**config.mk**
```make
export PLATFORM = sky130hd
export DESIGN_NAME = bcd_serial_add_ctrl
export DESIGN_NICKNAME = d
export VERILOG_FILES = /design/src/rtl/bcd_pkg.sv /design/src/rtl/bcd_pair_add_cin.sv /design/src/rtl/bcd_serial_add_ctrl.sv
export SDC_FILE = /design/constraint.sdc
export NUM_CORES = 1
export LEC_CHECK = 0
export CAP_MARGIN = 20
export CORE_ASPECT_RATIO = 1.2
export CORE_UTILIZATION = 30
export CTS_CLUSTER_DIAMETER = 60
export DETAILED_ROUTE_END_ITERATION = 10
export MAX_ROUTING_LAYER = met4
export SLEW_MARGIN = 20
export SYNTH_ARGS = -nofsm -noshare
export SYNTH_HDL_FRONTEND = slang
export SYNTH_SLANG_ARGS = --single-unit
```
**constraint.sdc**
```tcl
create_clock -name clk -period 5.8 [get_ports clk]
set_input_delay 0.58 -clock clk [delete_from_list [all_inputs] [get_ports clk]]
set_output_delay 0.58 -clock clk [all_outputs]
set_load 0.03 [all_outputs]
```
**src/rtl/bcd_pkg.sv**
```systemverilog
`default_nettype none
// ============================================================================
//  Module   : bcd_pkg
//  Purpose  : Shared widths, BCD limits, controller state encoding and a
//             digit-validity helper for the packed-BCD arithmetic blocks.
//  Revision : 1.0 - initial release
// ============================================================================
package bcd_pkg;

  localparam int          DIGIT_W = 4;
  localparam int          PAIR_W  = 8;
  localparam logic [3:0]  BCD_MAX = 4'd9;

  typedef enum logic [1:0] {
    ST_IDLE = 2'd0,
    ST_RUN  = 2'd1,
    ST_DONE = 2'd2
  } state_t;

  // A nibble above 9 is not a legal BCD digit
  function automatic logic is_bad_digit(input logic [DIGIT_W-1:0] d);
    return (d > BCD_MAX);
  endfunction

endpackage
`default_nettype wire

```
**src/rtl/bcd_pair_add_cin.sv**
```systemverilog
`default_nettype none
// ============================================================================
//  Module   : bcd_pair_add_cin
//  Purpose  : Combinational two-digit BCD adder with carry in. Each digit is a
//             4-bit carry-lookahead add, a +6 decimal correction and a 4-bit
//             select; the low digit takes the external carry in.
//  Revision : 1.0 - initial release
// ============================================================================
module bcd_pair_add_cin
  import bcd_pkg::*;
(
  input  logic [7:0] a,
  input  logic [7:0] b,
  input  logic       cin,
  output logic [7:0] s,
  output logic       cout
);

  // Decimal carry chain: w_c[0] is the pair carry in, w_c[2] the pair carry out
  logic [2:0] w_c;

  assign w_c[0] = cin;

  generate
    for (genvar gi = 0; gi < 2; gi++) begin : g_digit
      logic [3:0] w_ad;
      logic [3:0] w_bd;
      logic [3:0] w_g;
      logic [3:0] w_p;
      logic [4:0] w_cc;
      logic [3:0] w_bin;
      logic [3:0] w_corr;
      logic       w_fix;

      assign w_ad = a[gi*DIGIT_W +: DIGIT_W];
      assign w_bd = b[gi*DIGIT_W +: DIGIT_W];
      assign w_g  = w_ad & w_bd;
      assign w_p  = w_ad ^ w_bd;

      // 4-bit carry lookahead
      assign w_cc[0] = w_c[gi];
      assign w_cc[1] = w_g[0] | (w_p[0] & w_cc[0]);
      assign w_cc[2] = w_g[1] | (w_p[1] & w_g[0]) | (w_p[1] & w_p[0] & w_cc[0]);
      assign w_cc[3] = w_g[2] | (w_p[2] & w_g[1]) | (w_p[2] & w_p[1] & w_g[0])
                     | (w_p[2] & w_p[1] & w_p[0] & w_cc[0]);
      assign w_cc[4] = w_g[3] | (w_p[3] & w_g[2]) | (w_p[3] & w_p[2] & w_g[1])
                     | (w_p[3] & w_p[2] & w_p[1] & w_g[0])
                     | (w_p[3] & w_p[2] & w_p[1] & w_p[0] & w_cc[0]);

      assign w_bin = w_p ^ w_cc[3:0];

      // Correction when the binary sum overflowed 4 bits or exceeds 9
      assign w_fix  = w_cc[4] | (w_bin[3] & (w_bin[2] | w_bin[1]));
      assign w_corr = w_bin + 4'd6;

      assign s[gi*DIGIT_W +: DIGIT_W] = w_fix ? w_corr : w_bin;
      assign w_c[gi+1]                = w_fix;
    end
  endgenerate

  assign cout = w_c[2];

endmodule
`default_nettype wire

```
**src/rtl/bcd_serial_add_ctrl.sv**
```systemverilog
`default_nettype none
// ============================================================================
//  Module   : bcd_serial_add_ctrl
//  Purpose  : Multi-digit packed-BCD adder controller. Accepts two operands,
//             runs them two digits per clock through one shared BCD pair
//             adder (LS pair first) and returns sum, carry out and an
//             invalid-digit flag, all over valid/ready handshakes.
//  Revision : 1.0 - initial release
// ============================================================================
module bcd_serial_add_ctrl
  import bcd_pkg::*;
#(
  parameter int DIGITS = 8
) (
  input  logic                  clk,
  input  logic                  rst,
  input  logic                  in_valid,
  output logic                  in_ready,
  input  logic [4*DIGITS-1:0]   a,
  input  logic [4*DIGITS-1:0]   b,
  output logic                  out_valid,
  input  logic                  out_ready,
  output logic [4*DIGITS-1:0]   sum,
  output logic                  cout,
  output logic                  err
);

  localparam int W      = 4 * DIGITS;
  localparam int PASSES = DIGITS / 2;
  localparam int CNT_W  = (PASSES > 1) ? $clog2(PASSES) : 1;

  state_t           r_state;
  logic [CNT_W-1:0] r_cnt;
  logic             r_carry;
  logic [W-1:0]     r_a;
  logic [W-1:0]     r_b;

  logic [7:0]       w_pair_s;
  logic             w_pair_cout;
  logic             w_bad;
  logic             w_last;
  logic [W-1:0]     w_sum_next;

  bcd_pair_add_cin u_pair (
    .a    (r_a[PAIR_W-1:0]),
    .b    (r_b[PAIR_W-1:0]),
    .cin  (r_carry),
    .s    (w_pair_s),
    .cout (w_pair_cout)
  );

  assign w_bad = is_bad_digit(r_a[3:0]) | is_bad_digit(r_a[7:4])
               | is_bad_digit(r_b[3:0]) | is_bad_digit(r_b[7:4]);

  assign w_last = (r_cnt == CNT_W'(PASSES - 1));

  // New pair enters the sum register from the top so the LS pair ends at bit 0
  generate
    if (DIGITS == 2) begin : g_sum_single
      assign w_sum_next = w_pair_s;
    end else begin : g_sum_shift
      assign w_sum_next = {w_pair_s, sum[W-1:PAIR_W]};
    end
  endgenerate

  // Controller FSM with pass counter, inter-pass carry and operand shifters
  always_ff @(posedge clk or posedge rst) begin
    if (rst) begin
      r_state   <= ST_IDLE;
      r_cnt     <= '0;
      r_carry   <= 1'b0;
      r_a       <= '0;
      r_b       <= '0;
      in_ready  <= 1'b1;
      out_valid <= 1'b0;
      sum       <= '0;
      cout      <= 1'b0;
      err       <= 1'b0;
    end else begin
      case (r_state)
        ST_IDLE: begin
          if (in_valid && in_ready) begin
            r_a      <= a;
            r_b      <= b;
            r_carry  <= 1'b0;
            r_cnt    <= '0;
            err      <= 1'b0;
            in_ready <= 1'b0;
            r_state  <= ST_RUN;
          end
        end
        ST_RUN: begin
          sum     <= w_sum_next;
          r_carry <= w_pair_cout;
          r_a     <= r_a >> PAIR_W;
          r_b     <= r_b >> PAIR_W;
          err     <= err | w_bad;
          if (w_last) begin
            cout      <= w_pair_cout;
            out_valid <= 1'b1;
            r_state   <= ST_DONE;
          end else begin
            r_cnt <= r_cnt + 1'b1;
          end
        end
        ST_DONE: begin
          if (out_ready) begin
            out_valid <= 1'b0;
            in_ready  <= 1'b1;
            r_state   <= ST_IDLE;
          end
        end
        default: begin
          out_valid <= 1'b0;
          in_ready  <= 1'b1;
          r_state   <= ST_IDLE;
        end
      endcase
    end
  end

endmodule
`default_nettype wire

```
==> metrics.csv, run 1 <==
metric;value;unit
largest net degree at the start of global routing;91;
post-synth top area cell;dfrtp_1;
H-tree Lvls;3;
largest family of logic cells by synthesized area;compound AO/OA/AOI/OAI gates;
register area share after synthesis;55.10;%
site row count;50;
slowest stage cell on the critical path;a2111oi_1;
setup bufs post-CTS;0;
worst reg2reg setup slack;1.17;ns
minimum clock period;4.634;ns
Syn. warnings;0;
Sw Share;41.52;%
WHS Endpoint;sum[0];
Synth top area share;54.55;%
Syn Std Cell Area;0.004771;sq mm
internal cell power;2.143;mW
Crit path max-delay family;compound AO/OA/AOI/OAI gates;
first-pass GRT wire length;18.22;mm
Place WS;1.202;ns
DRC;0;
CTS sink cnt;105;
vias in the first global route;3580;
slowest cell delay on critical path;0.55;ns
Num CTS Buffers;9;
Startpoint Class;flop;
Yosys reg bits;105;
Hold Path Origin;sum[0];
Net Sw Power;1.521;mW
crit path cell chain;ha_1, a21o_1, a21oi_1, xor2_1, ha_1, inv_1, a2111oi_1, o31a_2, inv_1, fa_1, xnor2_1, ha_1, inv_1, a21oi_1, nand3_1, o21ai_2, mux2_4, o21ai_2;
top cells by area, synth;dfrtp_1 (55%), nand2_1 (9.0%), mux2i_1 (5.2%);
Compound-Gate Fraction of Synth Area;16.89;%
top_reg_cell synth;dfrtp_1;
Via density;4.838;
unrepaired setup endpoints after global routing;false;
most common cell in the netlist;nand2_1;
IO Pins;104;
part of the power in combinational logic;48.1;%
Clk pin slew, worst setup/hold paths;0.07;ns
Post-Synth Simple-Gate Area;10.96;%
Post-synth EDFFs;0;
starting density of the core;30.63;%
CP arrival;4.92;ns
post-CTS sizing;0;
post-synth net total;545;
Fill cells;1485;
Final nets;637;
post-synthesis average cell area;10.35;sq um
share of cells above drive strength 1;6.272;%
CTS root buffer;clkbuf_16;
Pleak;3.047;nW
Final Setup Violations;0;
count of pins over their slew limit;0;
Clk pwr share;17.5;%
clock insertion delay at the later pin of the skew report;0.35;ns
via count;3706;
slack of the critical path;1.166;ns
Least-Margin Pin Slew;0.8781;ns
XOR/XNOR Fraction of Synth Area;1.469;%
CP Capture Type;flop;
fmax;0.2158;GHz
sequential share of power;34.4;%
Post-Syn Instances;461;
Detail Route Antenna Nets;0;
core area;0.01558;sq mm
WL final;11.01;mm
dpl hpwl;7.522;mm
Longest Clk Path Bufs;2;
crit path kind;flop to flop;
antenna cells;0;
reg2reg start;r_b[0];
final hold vios;0;
CTS hold repair buffers;0;
initial antenna violation count;0;
clk_skew;0.007282;ns
GP Congestion;0.7754;
Peak VDD IR;0.2027;mV
Die Y;140.1;um
WL per Instance;14.38;um
most frequent cells after synthesis;nand2_1 (114), dfrtp_1 (104), inv_1 (36), o21ai_0 (36), mux2i_1 (25);
Post-synth ARST share;100.0;%
Area growth syn-to-layout;32.84;%
fin crit share;79.89;%
Worst Reg-to-Reg Cells;18;
gr usage total;14.84;%
Worst Hold Class;flop to flop;
CTS tree;done;
worst path required time;6.09;ns
CP bufs+invs;3;
worst reg2reg path endpoint;sum[30];
post-synthesis mux area share;6.032;%
Slew headroom;41.46;%
PortBufs;103;
Die Area;0.01641;sq mm
GRT overflow;0;
Min-Delay Path Depth;2;
maxcap violations;0;
TritonRoute pass-1 iters;6;
initial DRC count;280;
width of the chip;117.1;um
Yosys cell types;39;
TNS Setup;0;ns
Worst Path Max Fanout;7;
PwrDens;578.2;mW/mm^2
Adder-Cell Fraction of Synth Area;4.511;%
status;finished, final reports clean;
-- worst reg2reg max path, cell delays in order, from the launching register on --
cell	delay [ns]
dfrtp_1	0.43
ha_1	0.33
a21o_1	0.19
a21oi_1	0.16
xor2_1	0.26
ha_1	0.20
inv_1	0.05
a2111oi_1	0.55
o31a_2	0.34
inv_1	0.07
fa_1	0.39
xnor2_1	0.33
ha_1	0.26
inv_1	0.06
a21oi_1	0.18
nand3_1	0.11
o21ai_2	0.22
mux2_4	0.33
o21ai_2	0.10
-- how the worst max path moves through the flow --
stage,from,slack [ns],cells after the start,to
floorplan,r_a[0],1.68,18,sum[30]
global placement,r_a[0],1.46,18,sum[30]
detailed placement,r_a[0],1.20,18,sum[30]
CTS,r_a[0],1.15,18,sum[30]
global route,r_a[0],0.76,18,sum[30]
finish,r_b[0],1.17,18,sum[30]
-- per-layer routing --
layer  up-vias  GRT usage, %  share of wire, %
met5         -             -                 0
met4         0         6.063               2.0
met3        16         3.245               5.2
met2       120         22.39                47
met1      1771         19.21                46
li1       1799             -                 -
-- metrics by stage --
| step | area (sq um) | cells | power [mW] | utilization (%) | hold slack [ns] |
|---|---|---|---|---|---|
| floorplan | 4771 | 461 | 2.501 | - | 0.4496 |
| global placement | 6022 | 750 | 2.976 | 38.66 | 0.4574 |
| detailed placement | 6022 | 750 | 3.050 | 38.66 | 0.4618 |
| CTS | 6337 | 766 | 3.708 | 40.68 | 0.4796 |
| global route | 6337 | 766 | 3.971 | 40.68 | 0.5051 |
| finish | 6337 | 766 | 3.664 | 40.68 | 0.4758 |
-- placed cells by master (no fill, tap or decap), drive strengths merged, types with 2 or more instances in the layout --
cell type,synthesis,routed
nand2,114,114
dfrtp,104,104
clkdlybuf4s50,0,103
o21ai,39,39
inv,36,37
mux2i,25,25
a222oi,24,24
a22o,17,17
ha,14,14
nor2,11,11
a21oi,11,11
clkbuf,24,10
xnor2,6,6
a21o,5,5
buf,3,5
clkinv,0,4
o31ai,3,3
mux2,3,3
a2111oi,2,2
xor2,2,2
fa,2,2
and4,2,2
o41ai,2,2
-- final cells by class --
| type | instances | area, sq um | share of cell area (%) |
|---|---|---|---|
| Timing Repair Buffer | 108 | 1069 | 16.86 |
| Tap cell | 208 | 260.3 | 4.107 |
| Multi-Input combinational cell | 293 | 1927 | 30.40 |
| Sequential cell | 105 | 2629 | 41.48 |
| Clock buffer | 10 | 239.0 | 3.771 |
| Inverter | 36 | 137.6 | 2.172 |
| Clock inverter | 6 | 76.32 | 1.204 |
-- sequential cells by signal, indices dropped and copies added (netlist names) --
name,flops
r_a,32
r_b,32
sum,32
r_cnt,2
r_state,2
cout,1
err,1
in_ready,1
out_valid,1
r_carry,1
-- power groups by stage --
stage / Clock, mW / Combinational [mW] / Sequential [mW]
floorplan: 0 / 1.11 / 1.39
global placement: 0 / 1.71 / 1.26
detailed placement: 0 / 1.77 / 1.28
CTS: 0.663 / 1.78 / 1.26
global route: 0.697 / 1.97 / 1.30
finish: 0.640 / 1.76 / 1.26
-- kinds of logic (layout without fill, tap and decap cells) --
| logic type | count (synthesis) | count (layout) |
|---|---|---|
| AND/OR/NAND/NOR | 132 | 132 |
| AO/OA/AOI/OAI | 109 | 109 |
| flip-flops | 105 | 105 |
| buffers and inverters | 63 | 160 |
| multiplexers | 28 | 28 |
| adder cells (fa/ha/maj) | 16 | 16 |
| XOR/XNOR | 8 | 8 |
Note: power is estimated with default switching activity, not from simulation.
==> inputs of run 2 (changes only) <==
Clock period 5.8 ns to 4.03 ns, I/O delays scaled along.
==> metrics.csv, run 2 (synthesized netlist as in run 1, its figures left out) <==
metric;value;unit
Detail Route Antenna Nets;0;
sequential share of power;33.8;%
H-tree Lvls;3;
Startpoint Class;flop;
via count;3737;
count of pins over their slew limit;0;
CTS tree;done;
GRT overflow;0;
dpl hpwl;7.740;mm
minimum clock period;3.850;ns
Longest Clk Path Bufs;2;
worst reg2reg setup slack;0.18;ns
width of the chip;117.1;um
Hold Path Origin;sum[2];
slowest stage cell on the critical path;dfrtp_1;
CP Capture Type;flop;
WL per Instance;14.17;um
Total Power;5.366;mW
Final nets;648;
Worst Hold Class;flop to flop;
slowest cell delay on critical path;0.40;ns
Crit path max-delay family;compound AO/OA/AOI/OAI gates;
Die Area;0.01641;sq mm
CP bufs+invs;3;
largest net degree at the start of global routing;62;
Area growth syn-to-layout;34.46;%
CTS root buffer;clkbuf_16;
internal cell power;3.156;mW
share of cells above drive strength 1;8.787;%
PortBufs;103;
worst path required time;4.31;ns
Least-Margin Pin Slew;1.052;ns
Place WS;-0.07587;ns
Num CTS Buffers;9;
clk_skew;0.007939;ns
TritonRoute pass-1 iters;7;
Final Setup Violations;0;
Clk pin slew, worst setup/hold paths;0.07;ns
hold slack;0.4743;ns
slack of the critical path;0.1802;ns
Layout Cells excl Fill;777;
TNS Setup;0;ns
worst reg2reg path endpoint;sum[30];
PwrDens;836.6;mW/mm^2
status;finished, final reports clean;
crit path cell chain;ha_1, a21o_1, a21oi_1, xor2_1, ha_1, inv_1, a2111oi_4, o31a_2, inv_1, fa_1, xnor2_2, ha_2, inv_1, a21oi_2, nand3_1, o21ai_2, mux2_4, o21ai_2;
WHS Endpoint;sum[2];
Via density;4.810;
starting density of the core;30.63;%
gr usage total;14.67;%
maxcap violations;0;
placed cell count;756;
part of the power in combinational logic;50.8;%
Slew headroom;29.61;%
core area;0.01558;sq mm
Net Sw Power;2.211;mW
IO Pins;104;
WL final;11.01;mm
antenna cells;0;
Largest regs;r_a x32, r_b x32, sum x32;
CTS sink cnt;105;
CP arrival;4.13;ns
Crit path top cell by count;inv_1;
initial DRC count;369;
fmax;0.2598;GHz
Fill cells;1524;
site row count;50;
reg2reg start;r_a[0];
DRC;0;
commonest non-fill, non-tap cell in the layout;nand2_1;
crit path kind;flop to flop;
Sw Share;41.19;%
first-pass GRT wire length;18.15;mm
Worst Path Max Fanout;3;
GP Congestion;0.7671;
final hold vios;0;
fin crit share;95.53;%
Die Y;140.1;um
Worst Reg-to-Reg Cells;18;
clock insertion delay at the later pin of the skew report;0.35;ns
Peak VDD IR;0.2619;mV
Pleak;3.092;nW
Min-Delay Path Depth;2;
most frequent cells in the layout;nand2_1 (113), dfrtp_1 (104), clkdlybuf4s50_1 (103);
vias in the first global route;3673;
Clk pwr share;15.3;%
initial antenna violation count;0;
-- run 2: worst min-delay path: cells and delay by family (launching register included) --
kind / cells / cell delay (ns)
DFF: 1 / 0.34
and+or+nand+nor: 2 / 0.10
-- run 2: layout make-up --
| type | instances | area, sq um | area share (%) |
|---|---|---|---|
| Timing Repair Buffer | 119 | 1151 | 17.94 |
| Tap cell | 208 | 260.3 | 4.057 |
| Multi-Input combinational cell | 293 | 1958 | 30.52 |
| Inverter | 36 | 137.6 | 2.146 |
| Clock buffer | 10 | 239.0 | 3.725 |
| Sequential cell | 105 | 2629 | 40.98 |
| Clock inverter | 6 | 40.04 | 0.6241 |
-- run 2: how the worst max path moves through the flow --
stage,from,slack [ns],depth (start not counted),to
2_1_floorplan,r_a[0],0.03,18,sum[30]
3_3_place_gp,r_a[0],0.09,18,sum[30]
3_5_place_dp,r_a[0],-0.08,18,sum[30]
4_1_cts,r_a[0],0.003,18,sum[30]
5_1_grt,r_a[0],-0.05,18,sum[30]
6_report,r_a[0],0.18,18,sum[30]
-- run 2: what timing repair did --
item | 4_1_cts | 5_1_grt
hold buffers | 0 | 0
endpoints found under the setup margin | 1 | 5
setup buffers | 1 | 4
resized for setup | 1 | 3
pin swaps | 1 | 3
-- run 2: through the flow --
stage / cell area [sq um] / utilization (%)
final: 6415 / 41.18
after global routing: 6415 / 41.18
after CTS: 6371 / 40.90
after detailed placement: 6072 / 38.98
after global placement: 6072 / 38.98
after floorplan: 4776 / -
-- run 2: power groups by stage --
| stage | Clock (mW) | Combinational (mW) | Sequential, mW |
|---|---|---|---|
| floorplan | 0 | 1.61 | 2.00 |
| global placement | 0 | 2.56 | 1.82 |
| detailed placement | 0 | 2.63 | 1.84 |
| CTS | 0.858 | 2.69 | 1.82 |
| global route | 0.906 | 3.04 | 1.87 |
| finish | 0.824 | 2.73 | 1.81 |
-- run 2: layer usage --
layer	part of all wire [%]	global-route usage (%)	wire length, um	up-vias
met2	48	22.49	5265	117
li1	-	-	-	1819
met4	1.5	4.597	161	0
met1	44	18.43	4891	1789
met3	6.3	4.500	694	12
met5	0	-	0	-
==> inputs of run 3 (changes only) <==
Settings changed: CORE_MARGIN set to 4.
==> metrics.csv, run 3 (synthesized netlist as in run 1, its figures left out) <==
metric;value;unit
CTS root buffer;clkbuf_16;
core area;0.01558;sq mm
Clk pin slew, worst setup/hold paths;0.07;ns
PwrDens;851.0;mW/mm^2
Detail Route Antenna Nets;0;
status;finished, final reports clean;
Slew headroom;49.41;%
Fill cells;1495;
DRC;0;
PortBufs;103;
Final Setup Violations;0;
antenna cells;0;
Num CTS Buffers;9;
WL final;11.29;mm
count of pins over their slew limit;0;
Worst Reg-to-Reg Cells;18;
fmax;0.2647;GHz
CP Capture Type;flop;
gr usage total;13.24;%
minimum clock period;3.778;ns
width of the chip;123.1;um
initial DRC count;386;
slowest cell delay on critical path;0.41;ns
Pleak;3.117;nW
site row count;50;
worst reg2reg setup slack;0.25;ns
Die Y;146.1;um
crit path kind;flop to flop;
GRT overflow;0;
first-pass GRT wire length;18.56;mm
clk_skew;0.008776;ns
Largest regs;r_a x32, r_b x32, sum x32;
CP Launch Point;r_b[0];
CTS hold repair buffers;0;
dpl hpwl;7.943;mm
Area growth syn-to-layout;35.51;%
slowest stage cell on the critical path;dfrtp_1;
Crit path max-delay family;compound AO/OA/AOI/OAI gates;
Crit path top cell by count;inv_1;
Longest Clk Path Bufs;2;
share of cells above drive strength 1;9.599;%
maxcap violations;0;
largest net degree at the start of global routing;62;
CTS tree;done;
initial antenna violation count;0;
Least-Margin Pin Slew;0.7588;ns
H-tree Lvls;3;
Final nets;652;
Peak VDD IR;0.2917;mV
Startpoint Class;flop;
Final Util;41.50;%
CP Capture Point;sum[30];
Worst Path Max Fanout;4;
worst path required time;4.31;ns
Worst Hold Class;flop to flop;
via count;3734;
Place WS;0.01966;ns
reg2reg start;r_b[0];
TritonRoute pass-1 iters;7;
most frequent cells in the layout;nand2_1 (113), dfrtp_1 (104), clkdlybuf4s50_1 (103);
worst reg2reg path endpoint;sum[30];
crit path cell chain;ha_1, a21o_1, a21oi_1, xor2_1, ha_1, inv_1, a2111oi_4, o31a_2, inv_1, fa_2, xnor2_2, ha_2, inv_1, a21oi_2, nand3_1, o21ai_2, mux2_4, o21ai_2;
GP Congestion;0.8367;
starting density of the core;30.63;%
final hold vios;0;
IO Pins;104;
Die Area;0.01799;sq mm
WL per Instance;14.45;um
CP bufs+invs;3;
slack of the critical path;0.2518;ns
CP arrival;4.06;ns
fin crit share;93.75;%
CTS sink cnt;105;
vias in the first global route;3680;
Crit path depth;18;
Via density;4.781;
commonest non-fill, non-tap cell in the layout;nand2_1;
clock insertion delay at the later pin of the skew report;0.36;ns
[run 3: cell type report]
type | instances | area [sq um] | area share [%]
timing repair buffer | 123 | 1181 | 18.27
clock inverter | 7 | 71.32 | 1.103
clock buffer | 9 | 225.2 | 3.484
sequential | 105 | 2629 | 40.66
tap | 208 | 260.3 | 4.026
multi-input combinational | 293 | 1961 | 30.33
inverter | 36 | 137.6 | 2.129
[run 3: worst reg2reg max path: cells and delay by family, from the launching register on]
kind / cells / cell delay [ns]
DFF: 1 / 0.41
AOI/OAI and AO/OA: 7 / 1.22
xor gates and xnor gates: 2 / 0.41
muxes: 1 / 0.32
adders and majority gates: 4 / 1.06
and+or+nand+nor: 1 / 0.10
buffers and inverters: 3 / 0.18
[run 3: metrics by stage]
| stage | hold WS [ns] | instance area [sq um] | setup TNS [ns] | instances | power [mW] |
|---|---|---|---|---|---|
| final | 0.4731 | 6465 | 0 | 781 | 5.502 |
| after global placement | 0.4589 | 6087 | 0 | 758 | 4.409 |
| after detailed placement | 0.4624 | 6087 | 0 | 758 | 4.503 |
| after global routing | 0.4987 | 6465 | -0.009910 | 781 | 5.957 |
| after floorplan | 0.4496 | 4776 | 0 | 461 | 3.612 |
| after CTS | 0.4804 | 6396 | 0 | 774 | 5.418 |
[run 3: how the worst min path moves through the flow]
stage | startpoint | to | slack [ns] | cells past startpoint
after floorplan | r_a[10] | r_a[10] | 0.45 | 2
after global placement | sum[4] | sum[4] | 0.46 | 2
after detailed placement | sum[1] | sum[1] | 0.46 | 2
after CTS | sum[1] | sum[1] | 0.48 | 2
after global routing | sum[1] | sum[1] | 0.50 | 2
final | sum[1] | sum[1] | 0.47 | 2
[run 3: what timing repair did]
action	CTS	global route
setup buffers	0	7
pin swaps	0	4
resized for setup	1	4
endpoints found under the setup margin	1	5
[run 3: report_power, final]
part | switching (mW) | leakage, nW | total, mW | internal, mW
sequential | 0.315 | 1.37 | 1.81 | 1.50
combinational | 1.53 | 1.60 | 2.82 | 1.29
clock | 0.434 | 0.146 | 0.872 | 0.438
[run 3: layer usage]
metal  global-route usage [%]  wire length (um)  share of wire, %  vias to the layer above
li1                         -                 -                 -                     1831
met3                    3.371               702               6.2                       13
met5                        -                 0                 0                        -
met2                    19.95              5270                47                      114
met1                    17.14              5125                45                     1776
met4                    4.986               191               1.7                        0
